--- config.mk ---
export PLATFORM = sky130hd
export DESIGN_NAME = control_unit
export DESIGN_NICKNAME = d
export VERILOG_FILES = /design/src/rtl/control_unit.sv
export SDC_FILE = /design/constraint.sdc
export NUM_CORES = 1
export LEC_CHECK = 0
export CAP_MARGIN = 20
export CELL_PAD_IN_SITES_DETAIL_PLACEMENT = 1
export CELL_PAD_IN_SITES_GLOBAL_PLACEMENT = 1
export CORE_MARGIN = 4
export CORE_UTILIZATION = 30
export CTS_CLUSTER_DIAMETER = 150
export DETAILED_ROUTE_END_ITERATION = 8
export GPL_TIMING_DRIVEN = 0
export HOLD_SLACK_MARGIN = 0.15
export PLACE_DENSITY = 0.83
export SLEW_MARGIN = 20
export SYNTH_ARGS = -nofsm -noshare
export SYNTH_HDL_FRONTEND = slang
export SYNTH_SLANG_ARGS = --single-unit
--- constraint.sdc ---
create_clock -name clk -period 0.9 [get_ports clk]
set_clock_uncertainty 0.2 [all_clocks]
set_input_delay 0.09 -clock clk [delete_from_list [all_inputs] [get_ports clk]]
set_output_delay 0.09 -clock clk [all_outputs]
set_load 0.1 [all_outputs]
--- src/rtl/control_unit.sv ---
// control_unit: main opcode decoder for the single-cycle MIPS datapath.
// Decodes instruction bits [31:26] into registered datapath steering signals.
// Unsupported opcodes decode to an all-zero NOP and raise illegal_op.
// Optional feature macro: CONTROL_UNIT_ADDI_EN (adds the addi opcode 001000).
module control_unit (
    input  logic       clk,
    input  logic       rst_n,
    input  logic [5:0] opcode,
    output logic       RegDst,
    output logic       Jump,
    output logic       Branch,
    output logic       MemRead,
    output logic       MemtoReg,
    output logic [1:0] ALUop,
    output logic       MemWrite,
    output logic       ALUSrc,
    output logic       RegWrite,
    output logic       illegal_op
);

    localparam logic [5:0] OP_RTYPE = 6'b000000;
    localparam logic [5:0] OP_LW    = 6'b100011;
    localparam logic [5:0] OP_SW    = 6'b101011;
    localparam logic [5:0] OP_BEQ   = 6'b000100;
    localparam logic [5:0] OP_J     = 6'b000010;
`ifdef CONTROL_UNIT_ADDI_EN
    localparam logic [5:0] OP_ADDI  = 6'b001000;
`endif

    localparam logic [1:0] ALU_ADD   = 2'b00;
    localparam logic [1:0] ALU_SUB   = 2'b01;
    localparam logic [1:0] ALU_FUNCT = 2'b10;

    logic       decRegDst;
    logic       decJump;
    logic       decBranch;
    logic       decMemRead;
    logic       decMemtoReg;
    logic [1:0] decALUop;
    logic       decMemWrite;
    logic       decALUSrc;
    logic       decRegWrite;
    logic       decIllegal;

    // Combinational opcode decode; everything defaults to the safe NOP and
    // each supported opcode raises only the controls it needs.
    always_comb begin
        decRegDst   = 1'b0;
        decJump     = 1'b0;
        decBranch   = 1'b0;
        decMemRead  = 1'b0;
        decMemtoReg = 1'b0;
        decALUop    = ALU_ADD;
        decMemWrite = 1'b0;
        decALUSrc   = 1'b0;
        decRegWrite = 1'b0;
        decIllegal  = 1'b0;
        case (opcode)
            OP_RTYPE: begin
                decRegDst   = 1'b1;
                decALUop    = ALU_FUNCT;
                decRegWrite = 1'b1;
            end
            OP_LW: begin
                decMemRead  = 1'b1;
                decMemtoReg = 1'b1;
                decALUSrc   = 1'b1;
                decRegWrite = 1'b1;
            end
            OP_SW: begin
                decMemWrite = 1'b1;
                decALUSrc   = 1'b1;
            end
            OP_BEQ: begin
                decBranch   = 1'b1;
                decALUop    = ALU_SUB;
            end
            OP_J: begin
                decJump     = 1'b1;
            end
`ifdef CONTROL_UNIT_ADDI_EN
            OP_ADDI: begin
                decALUSrc   = 1'b1;
                decRegWrite = 1'b1;
            end
`endif
            default: begin
                decIllegal  = 1'b1;
            end
        endcase
    end

    // Output register: one cycle of latency, cleared to NOP asynchronously
    // so an in-flight decode is discarded the moment reset asserts.
    always_ff @(posedge clk or negedge rst_n) begin
        if (!rst_n) begin
            RegDst     <= 1'b0;
            Jump       <= 1'b0;
            Branch     <= 1'b0;
            MemRead    <= 1'b0;
            MemtoReg   <= 1'b0;
            ALUop      <= 2'b00;
            MemWrite   <= 1'b0;
            ALUSrc     <= 1'b0;
            RegWrite   <= 1'b0;
            illegal_op <= 1'b0;
        end else begin
            RegDst     <= decRegDst;
            Jump       <= decJump;
            Branch     <= decBranch;
            MemRead    <= decMemRead;
            MemtoReg   <= decMemtoReg;
            ALUop      <= decALUop;
            MemWrite   <= decMemWrite;
            ALUSrc     <= decALUSrc;
            RegWrite   <= decRegWrite;
            illegal_op <= decIllegal;
        end
    end

endmodule

==> key figures <==
Critical path
  – Data arrival, critical path: 1030 ps
  – CP max-delay cell: dfrtp_4
  – Startpoint Class: register
  – Bufs and invs on worst path: 2
  – Most frequent cell on the critical path: buf_12
  – Max stage delay on crit path: 490 ps
  – Kind of critical path: reg -> out
  – Crit-path leading delay family: flip-flops
  – CP endpoint: MemtoReg
  – Critical Path End Type: output pin
  – CP Max Fanout: 2
  – Number of cells on the critical path: 2
  – Crit-path cells: buf_12, buf_12
  – WP data required: 610 ps
  – Worst Setup SP: MemtoReg

Global route
  – Largest net degree at the start of global routing: 11
  – Total grt overflow: 0
  – Gr usage total: 13.0%
  – Vias in the first global route: 372
  – First-pass GRT wire length: 1770 um
  – Initial antenna violation count: 0

STA
  – Final min period: 1320 ps
  – Final hold slack: -154 ps
  – Worst-Margin Slew: 424 ps
  – F_max: 758 MHz
  – Final WS setup: -420 ps
  – Slew margin rel.: 71.6%
  – Slew Viols, Final: 0
  – Setup violation total in the final timing report: 13
  – Final period util: 147%
  – Fin. Hold Viols: 20
  – Final setup TNS: -3530 ps
  – RSZ-0062 raised after global routing: true

Clock network
  – CTS tree: yes
  – Root Buffer: clkbuf_4
  – Clock transition at path regs: 60 ps
  – Num CTS Buffers: 3
  – Clock buffer depth: 2
  – CTS H-tree lvls: 1
  – CTS Sinks: 10

Cells and area
  – Antenna diodes: 0
  – Area of the multi-input gates: 199 um^2
  – Proportion of layout cells with a drive suffix above 1: 84.9%
  – Final #Nets: 62
  – Reg area: 288 um^2
  – Filler cells: 109
  – Area Growth Syn to Fin: 109%

Drt
  – Post-route ant nets: 0
  – Vias per std cell: 5.24
  – Drt wl/cell: 17.6 um
  – DRC Markers: 0
  – Initial DRT Pass Iterations: 2
  – Iteration-0 DRC Markers: 2
  – WL final: 1190 um
  – Routed vias: 356

Floorplanning
  – Initial Util: 32.6%
  – Core Box Area: 1320 um^2
  – Die ar.: 2100 um^2
  – Rows: 13
  – Die Span X: 45.8 um
  – Top Ports: 19
  – Die Y: 45.8 um

Synth
  – Yosys warns: 0
  – Synthesized area per cell: 14.3 um^2
  – Yosys cell types: 16
  – Synthesized flop and latch total: 10
  – Post-Syn Area: 429 um^2
  – Post-Syn Nets: 38
  – Register area share after synthesis: 58.3%
  – Synthesized instance count: 30

Pwr
  – VDD IR max: 938 uV
  – Pwr Density: 1190 nW/um^2
  – Leakage: 0.341 nW

Outcome
  – Status: finished with violations
  – Failing checks: hold timing, setup timing

Flow run
  – Max-Cap Viols: 0

Placed design
  – Port Buffer Count: 15
  – GPL Wtd Cong: 0.786
  – Final HPWL DP: 766 um

Hold path
  – Tightest Hold Check Type: in -> reg
==> layout by cell type, fill, tap and decap left out, drive strengths merged <==
master and count:
nor3 1, a2111o 1, clkdlybuf4s50 1, nand3 1, dfrtp 10, nor2 1, nor4 2, or3 2
nand4b 2, a2111oi 1, clkbuf 6, nor4b 3, buf 20, a21o 1, nor3b 1
==> worst min path at each step <==
stage,start,end,cells past startpoint
2_1_floorplan,rst_n,ALUSrc,0
3_3_place_gp,opcode[1],Branch,2
3_5_place_dp,opcode[1],ALUop[0],2
4_1_cts,opcode[4],ALUSrc,2
5_1_grt,opcode[4],ALUSrc,2
6_report,opcode[4],ALUSrc,2
==> cell usage after synthesis <==
library cell   n  area share (%)
a2111oi_4      1             6.4
nor4b_2        1             3.5
a2111o_1       1             2.6
nor4b_1        2             4.1
nor3b_1        1             1.7
nor4_1         2             2.9
clkbuf_1       2             1.7
dfrtp_1       10              58
buf_6          1             2.6
nand4b_1       2             4.1
nor3_1         1             1.2
nand3_1        1             1.2
nor2_1         1            0.87
or3_4          2             5.2
a21o_1         1             1.7
buf_4          1             1.7
==> state kept, by name (all words and copies together), names as in the netlist <==
name,flops
ALUop,2
ALUSrc,1
Branch,1
Jump,1
MemWrite,1
MemtoReg,1
RegDst,1
RegWrite,1
illegal_op,1
==> through the flow <==
step                      utilization (%)  cell area [um^2]  cells  total power [mW]  setup WS (ps)
final                                68.0               896     68              1.07           -420
after global placement               51.5               678     60             0.627           -998
after CTS                            65.1               858     68              1.06           -424
after global routing                 68.0               896     68              1.11           -447
after detailed placement             51.5               678     60             0.633          -1000
after floorplan                         -               509     30             0.577           -219
==> layer usage <==
layer	vias up	wire length [um]	global-route usage, %	share of wire (%)
li1	160	-	-	-
met1	174	451	12.6	38
met2	20	639	23.7	54
met3	2	83	3.56	7.0
met4	0	19	8.52	1.6
met5	-	0	0	0
==> area by class of cell <==
class                           count  area share, %
Clock buffer                        4           4.05
Timing Repair Buffer               19           32.7
Buffer                              4           6.84
Tap cell                           15           2.09
Multi-Input combinational cell     16           22.2
Sequential cell                    10           32.1
==> logic make-up after synthesis <==
group / after synthesis / synth area share [%]
AND/OR/NAND/NOR: 13 / 24.8
flip-flops: 10 / 58.3
buffers and inverters: 4 / 6.12
AO/OA/AOI/OAI: 3 / 10.8
==> power by group <==
part           switching (mW)  internal (mW)  leakage (nW)
clock network           0.142          0.245        0.0210
logic                   0.120         0.0960         0.203
registers             0.00532          0.459         0.117
==> timing repair <==
| action | in CTS | in global routing |
|---|---|---|
| resized for setup | 117 | 6 |
| endpoints found under the hold margin | 20 | 20 |
| setup endpoints to repair | 21 | 17 |
| pin swaps | 6 | 3 |
| setup buffers | 4 | 0 |
No activity file was read; power rests on OpenSTA's default activity.
==> edit 1: new RTL, config.mk and constraints unchanged <==
Build with the macro `CONTROL_UNIT_ADDI_EN` defined.
--- a/src/rtl/control_unit.sv
+++ b/src/rtl/control_unit.sv
@@ -4,2 +4,4 @@
 // Optional feature macro: CONTROL_UNIT_ADDI_EN (adds the addi opcode 001000).
+`define CONTROL_UNIT_ADDI_EN
+
 module control_unit (
Check against the original RTL: not equivalent (a bounded check fails within 4 cycles, from zero or initial values and one cycle with rst_n low).
==> edit 1 against the original RTL <==
The flow still finishes with violations (hold timing, setup timing); power fell by 9.1%; area after synthesis fell by 9.3%; worst setup slack got worse by 25 ps; routed wire length rose by 20%; synthesized cell count rose by 6.7%; first-iteration DRC count rose by 100%; final area fell by 4.3%; combinational power rose by 5%; sequential cell count fell by 1; clock power fell by 17%; largest power group unchanged; highest routed layer unchanged.
==> edit 1: results (changes against the original RTL) <==
\begin{tabular}{lr}
\hline
Metric & Value \\
\hline
\multicolumn{2}{l}{\textbf{Run status}} \\
\quad Outcome & finished, violations left (unchanged) \\
\quad Violations in the final reports & hold timing, setup timing (unchanged) \\
\multicolumn{2}{l}{\textbf{Yosys}} \\
\quad Sequential element share of the synthesized area & 57.9\% (was 58.3\%) \\
\quad Nets in the synthesized netlist & 40 (was 38) \\
\quad Syn avg cell area & 12.2 µm² (was 14.3 µm²) \\
\quad Library cells used by synthesis & 20 (was 16) \\
\multicolumn{2}{l}{\textbf{Timing}} \\
\quad Worst hold margin & -158 ps (was -154 ps) \\
\quad Final setup violation count & 13 (unchanged) \\
\quad Least-Margin Pin Slew & 436 ps (was 424 ps) \\
\quad Final hold vios & 17 (was 20) \\
\quad Final WS setup & -445 ps (was -420 ps) \\
\quad Aggregate negative setup slack & -3780 ps (was -3530 ps) \\
\multicolumn{2}{l}{\textbf{Routing}} \\
\quad Routed length on met2 & 721 µm (was 639 µm) \\
\quad Violation count after the first detailed-route iteration & 4 (was 2) \\
\quad WL met1 & 614 µm (was 451 µm) \\
\quad Met3 layer wire length in the routed design & 70 µm (was 83 µm) \\
\quad Number of detailed-route iterations in the first pass & 3 (was 2) \\
\quad Wire length per cell & 21.1 µm (was 17.6 µm) \\
\quad Vias after detailed routing & 371 (was 356) \\
\multicolumn{2}{l}{\textbf{Power}} \\
\quad Net load switching power & 0.000290 W (was 0.000267 W) \\
\quad Leakage power figure & 0.334 nW (was 0.341 nW) \\
\quad Maximum resistive drop on vdd & 0.709 mV (was 0.938 mV) \\
\quad Relative contribution of the clock network to total power & 33.2\% (was 36.3\%) \\
\multicolumn{2}{l}{\textbf{Critical path}} \\
\quad Arrival @ worst endpoint & 1050 ps (was 1030 ps) \\
\multicolumn{2}{l}{\textbf{Placement}} \\
\quad Number of instances in the placed design & 62 (was 60) \\
\quad Worst Setup Slack post-DPL & -1010 ps (was -1000 ps) \\
\quad Final weighted congestion in routability-driven placement & 0.756 (was 0.786) \\
\multicolumn{2}{l}{\textbf{GRT}} \\
\quad GR Util met3 & 1.22\% (was 3.56\%) \\
\quad Global-route wire length before repair & 2290 µm (was 1770 µm) \\
\quad Met1 layer usage reported by global route & 21.3\% (was 12.6\%) \\
\multicolumn{2}{l}{\textbf{Layout}} \\
\quad Number of nets in the layout & 63 (was 62) \\
\quad Layout cell share with drive strength beyond 1 & 75.9\% (was 84.9\%) \\
\hline
\end{tabular}
[edit 1: layout make-up]
class,count,area (µm²)
Timing Repair Buffer,18,289
Clock buffer,4,26.3
Multi-Input combinational cell,18,205
Buffer,4,56.3
Inverter,1,3.75
Fill cell,90,299
Tap cell,14,17.5
Sequential cell,9,259
[edit 1: worst paths after layout]
check                      startpoint          to  slack, ps  cells past startpoint
min in group asynchronous       rst_n  illegal_op        -70                      1
worst min-delay path        opcode[2]    MemWrite       -160                      2
worst max-delay path         ALUop[1]    ALUop[1]       -440                      2
max in group asynchronous       rst_n        Jump        230                      1
[edit 1: logic make-up after synthesis]
| family | count (synthesis) | synth area share [%] |
|---|---|---|
| buf+inv | 5 | 7.07 |
| simple gates | 14 | 25.7 |
| compound gates | 4 | 9.33 |
| flops | 9 | 57.9 |
[edit 1: repair_timing]
item,4_1_cts,5_1_grt
endpoints found under the setup margin,20,16
pin swaps,2,2
endpoints found under the hold margin,18,18
gates resized for setup,126,7
setup buffers,2,0
gates cloned,0,0
==> edit 2: new RTL, config.mk and constraints unchanged <==
Without the edit above. Register the output `RegWrite` once more, cleared by the reset; this adds one clock of latency there. The other outputs are not delayed to match.
--- a/src/rtl/control_unit.sv
+++ b/src/rtl/control_unit.sv
@@ -32,2 +32,4 @@
     localparam logic [1:0] ALU_FUNCT = 2'b10;
+
+    logic RegWrite_s0;
 
@@ -104,3 +106,3 @@
             ALUSrc     <= 1'b0;
-            RegWrite   <= 1'b0;
+            RegWrite_s0 <= 1'b0;
             illegal_op <= 1'b0;
@@ -115,4 +117,12 @@
             ALUSrc     <= decALUSrc;
-            RegWrite   <= decRegWrite;
+            RegWrite_s0 <= decRegWrite;
             illegal_op <= decIllegal;
+        end
+    end
+
+    always_ff @(posedge clk or negedge rst_n) begin
+        if (!rst_n) begin
+            RegWrite <= '0;
+        end else begin
+            RegWrite <= RegWrite_s0;
         end
Behaviour: not the same (a bounded check fails within 4 cycles, from zero or initial values and one cycle with rst_n low).
==> edit 2 against the original RTL <==
The flow still finishes with violations (hold timing, setup timing); power shrank 6.7%; final area shrank 6.6%; critical path type unchanged; area after synthesis shrank 9.6%; routed wire length grew 17%; sequential share of layout area grew 1.8 points; sequential cell count is the same; worst setup slack lost 37 ps; synthesized cell count shrank 3.3%.
==> edit 2: results (changes against the original RTL) <==
\begin{tabular}{lr}
\hline
Metric & Value \\
\hline
\multicolumn{2}{l}{\textbf{Run status}} \\
\quad Outcome & finished, violations left (unchanged) \\
\quad Violations in the final reports & hold timing, setup timing (unchanged) \\
\multicolumn{2}{l}{\textbf{GRT}} \\
\quad Vias in the first global route & 421 (was 372) \\
\quad Global Route Usage Sum & 17.1\% (was 13.0\%) \\
\quad Number of antenna violations at the first check in global routing & 0 (unchanged) \\
\quad Global-route wire length before repair & 2170 µm (was 1770 µm) \\
\multicolumn{2}{l}{\textbf{Placement}} \\
\quad Worst Setup Slack post-DPL & -1020 ps (was -1000 ps) \\
\quad Post-DP Area & 644 µm² (was 678 µm²) \\
\quad Number of I/O port buffers & 17 (was 15) \\
\quad Number of instances in the placed design & 60 (unchanged) \\
\quad Final weighted congestion in routability-driven placement & 0.748 (was 0.786) \\
\multicolumn{2}{l}{\textbf{Power}} \\
\quad Maximum resistive drop on vdd & 0.934 mV (was 0.938 mV) \\
\quad Leakage power figure & 0.326 nW (was 0.341 nW) \\
\quad Internal Power & 0.000709 W (was 0.000800 W) \\
\multicolumn{2}{l}{\textbf{Layout}} \\
\quad Layout cell share with drive strength beyond 1 & 81.1\% (was 84.9\%) \\
\quad Relative area change from synthesis to final layout & 116\% (was 109\%) \\
\quad Number of nets in the layout & 62 (unchanged) \\
\quad Post-route insts no fill & 67 (was 68) \\
\quad Final antenna diode count & 0 (unchanged) \\
\multicolumn{2}{l}{\textbf{Yosys}} \\
\quad Library cells used by synthesis & 16 (unchanged) \\
\quad Most area-consuming cells after synthesis & dfrtp\_1, nor3\_1, a2111oi\_2 (was dfrtp\_1, a2111oi\_4, or3\_4) \\
\quad Sequential element share of the synthesized area & 64.5\% (was 58.3\%) \\
\quad Syn avg cell area & 13.4 µm² (was 14.3 µm²) \\
\quad Nets in the synthesized netlist & 37 (was 38) \\
\multicolumn{2}{l}{\textbf{Timing}} \\
\quad Least-Margin Pin Slew & 440 ps (was 424 ps) \\
\quad Worst hold margin & -179 ps (was -154 ps) \\
\quad Final setup violation count & 15 (was 13) \\
\quad Final hold vios & 17 (was 20) \\
\quad Final WS setup & -457 ps (was -420 ps) \\
\multicolumn{2}{l}{\textbf{CTS}} \\
\quad Clock transition time at the flip-flop clock pins of the worst setup and hold paths & 80 ps (was 60 ps) \\
\quad Inserted Clock Buffers & 3 (unchanged) \\
\quad Insertion delay of the later-clocked pin in the worst-skew pair & 260 ps \\
\multicolumn{2}{l}{\textbf{Critical path}} \\
\quad Arrival @ worst endpoint & 1070 ps (was 1030 ps) \\
\multicolumn{2}{l}{\textbf{Routing}} \\
\quad Vias per std cell & 5.10 (was 5.24) \\
\quad DRT Wirelength & 1390 µm (was 1190 µm) \\
\quad Number of detailed-route iterations in the first pass & 1 (was 2) \\
\quad Violation count after the first detailed-route iteration & 0 (was 2) \\
\hline
\end{tabular}
[edit 2: final cells by class]
class	count	area, µm²
fill	88	319
sequential	10	284
timing repair buffer	20	282
multi-input combinational	16	183
buffer	3	45.0
clock buffer	4	26.3
tap	14	17.5
[edit 2: logic make-up (layout without fill, tap and decap cells)]
family | after synthesis | after routing | share of synthesized area [%]
buf+inv | 3 | 27 | 4.84
flops | 10 | 10 | 64.5
simple gates | 14 | 14 | 24.5
compound gates | 2 | 2 | 6.13
[edit 2: path summary, 6_finish.rpt]
| kind | start | to | slack [ps] | depth (start not counted) |
|---|---|---|---|---|
| max | MemtoReg | MemtoReg | -460 | 2 |
| max reg2reg | RegWrite_s0 | RegWrite | 220 | 0 |
| min reg2reg | RegWrite_s0 | RegWrite | 170 | 0 |
| max in group asynchronous | rst_n | RegWrite | 220 | 1 |
| min in group asynchronous | rst_n | RegDst | -80 | 1 |
| min | opcode[4] | RegWrite_s0 | -180 | 2 |
[edit 2: through the flow]
stage	hold WS, ps	TNS, ps
global placement	133	-15360
global route	-186	-4480
floorplan	-406	-1090
finish	-179	-4210
CTS	-189	-3990
detailed placement	144	-16330
[edit 2: per-layer routing]
| layer | GRT usage, % | routed length, µm |
|---|---|---|
| met5 | 0 | 0 |
| met4 | 11.4 | 44 |
| met3 | 5.81 | 103 |
| met2 | 29.1 | 684 |
| met1 | 17.6 | 562 |
[edit 2: worst max-delay path: stages (launching register included)]
cell and delay [ps]:
dfrtp_4 500, buf_12 130, buf_12 150
[edit 2: timing repair]
action,CTS,global route
resized for setup,125,9
endpoints found under the setup margin,20,17
endpoints found under the hold margin,19,19
buffers inserted,1,2
pin swaps,4,4
[edit 2: power groups by stage]
stage	clock, W	sequential (W)	combinational [W]
floorplan	0	0.000515	0.0000340
global placement	0	0.000471	0.000140
detailed placement	0	0.000472	0.000146
CTS	0.000304	0.000465	0.000176
global route	0.000368	0.000465	0.000207
finish	0.000335	0.000465	0.000196
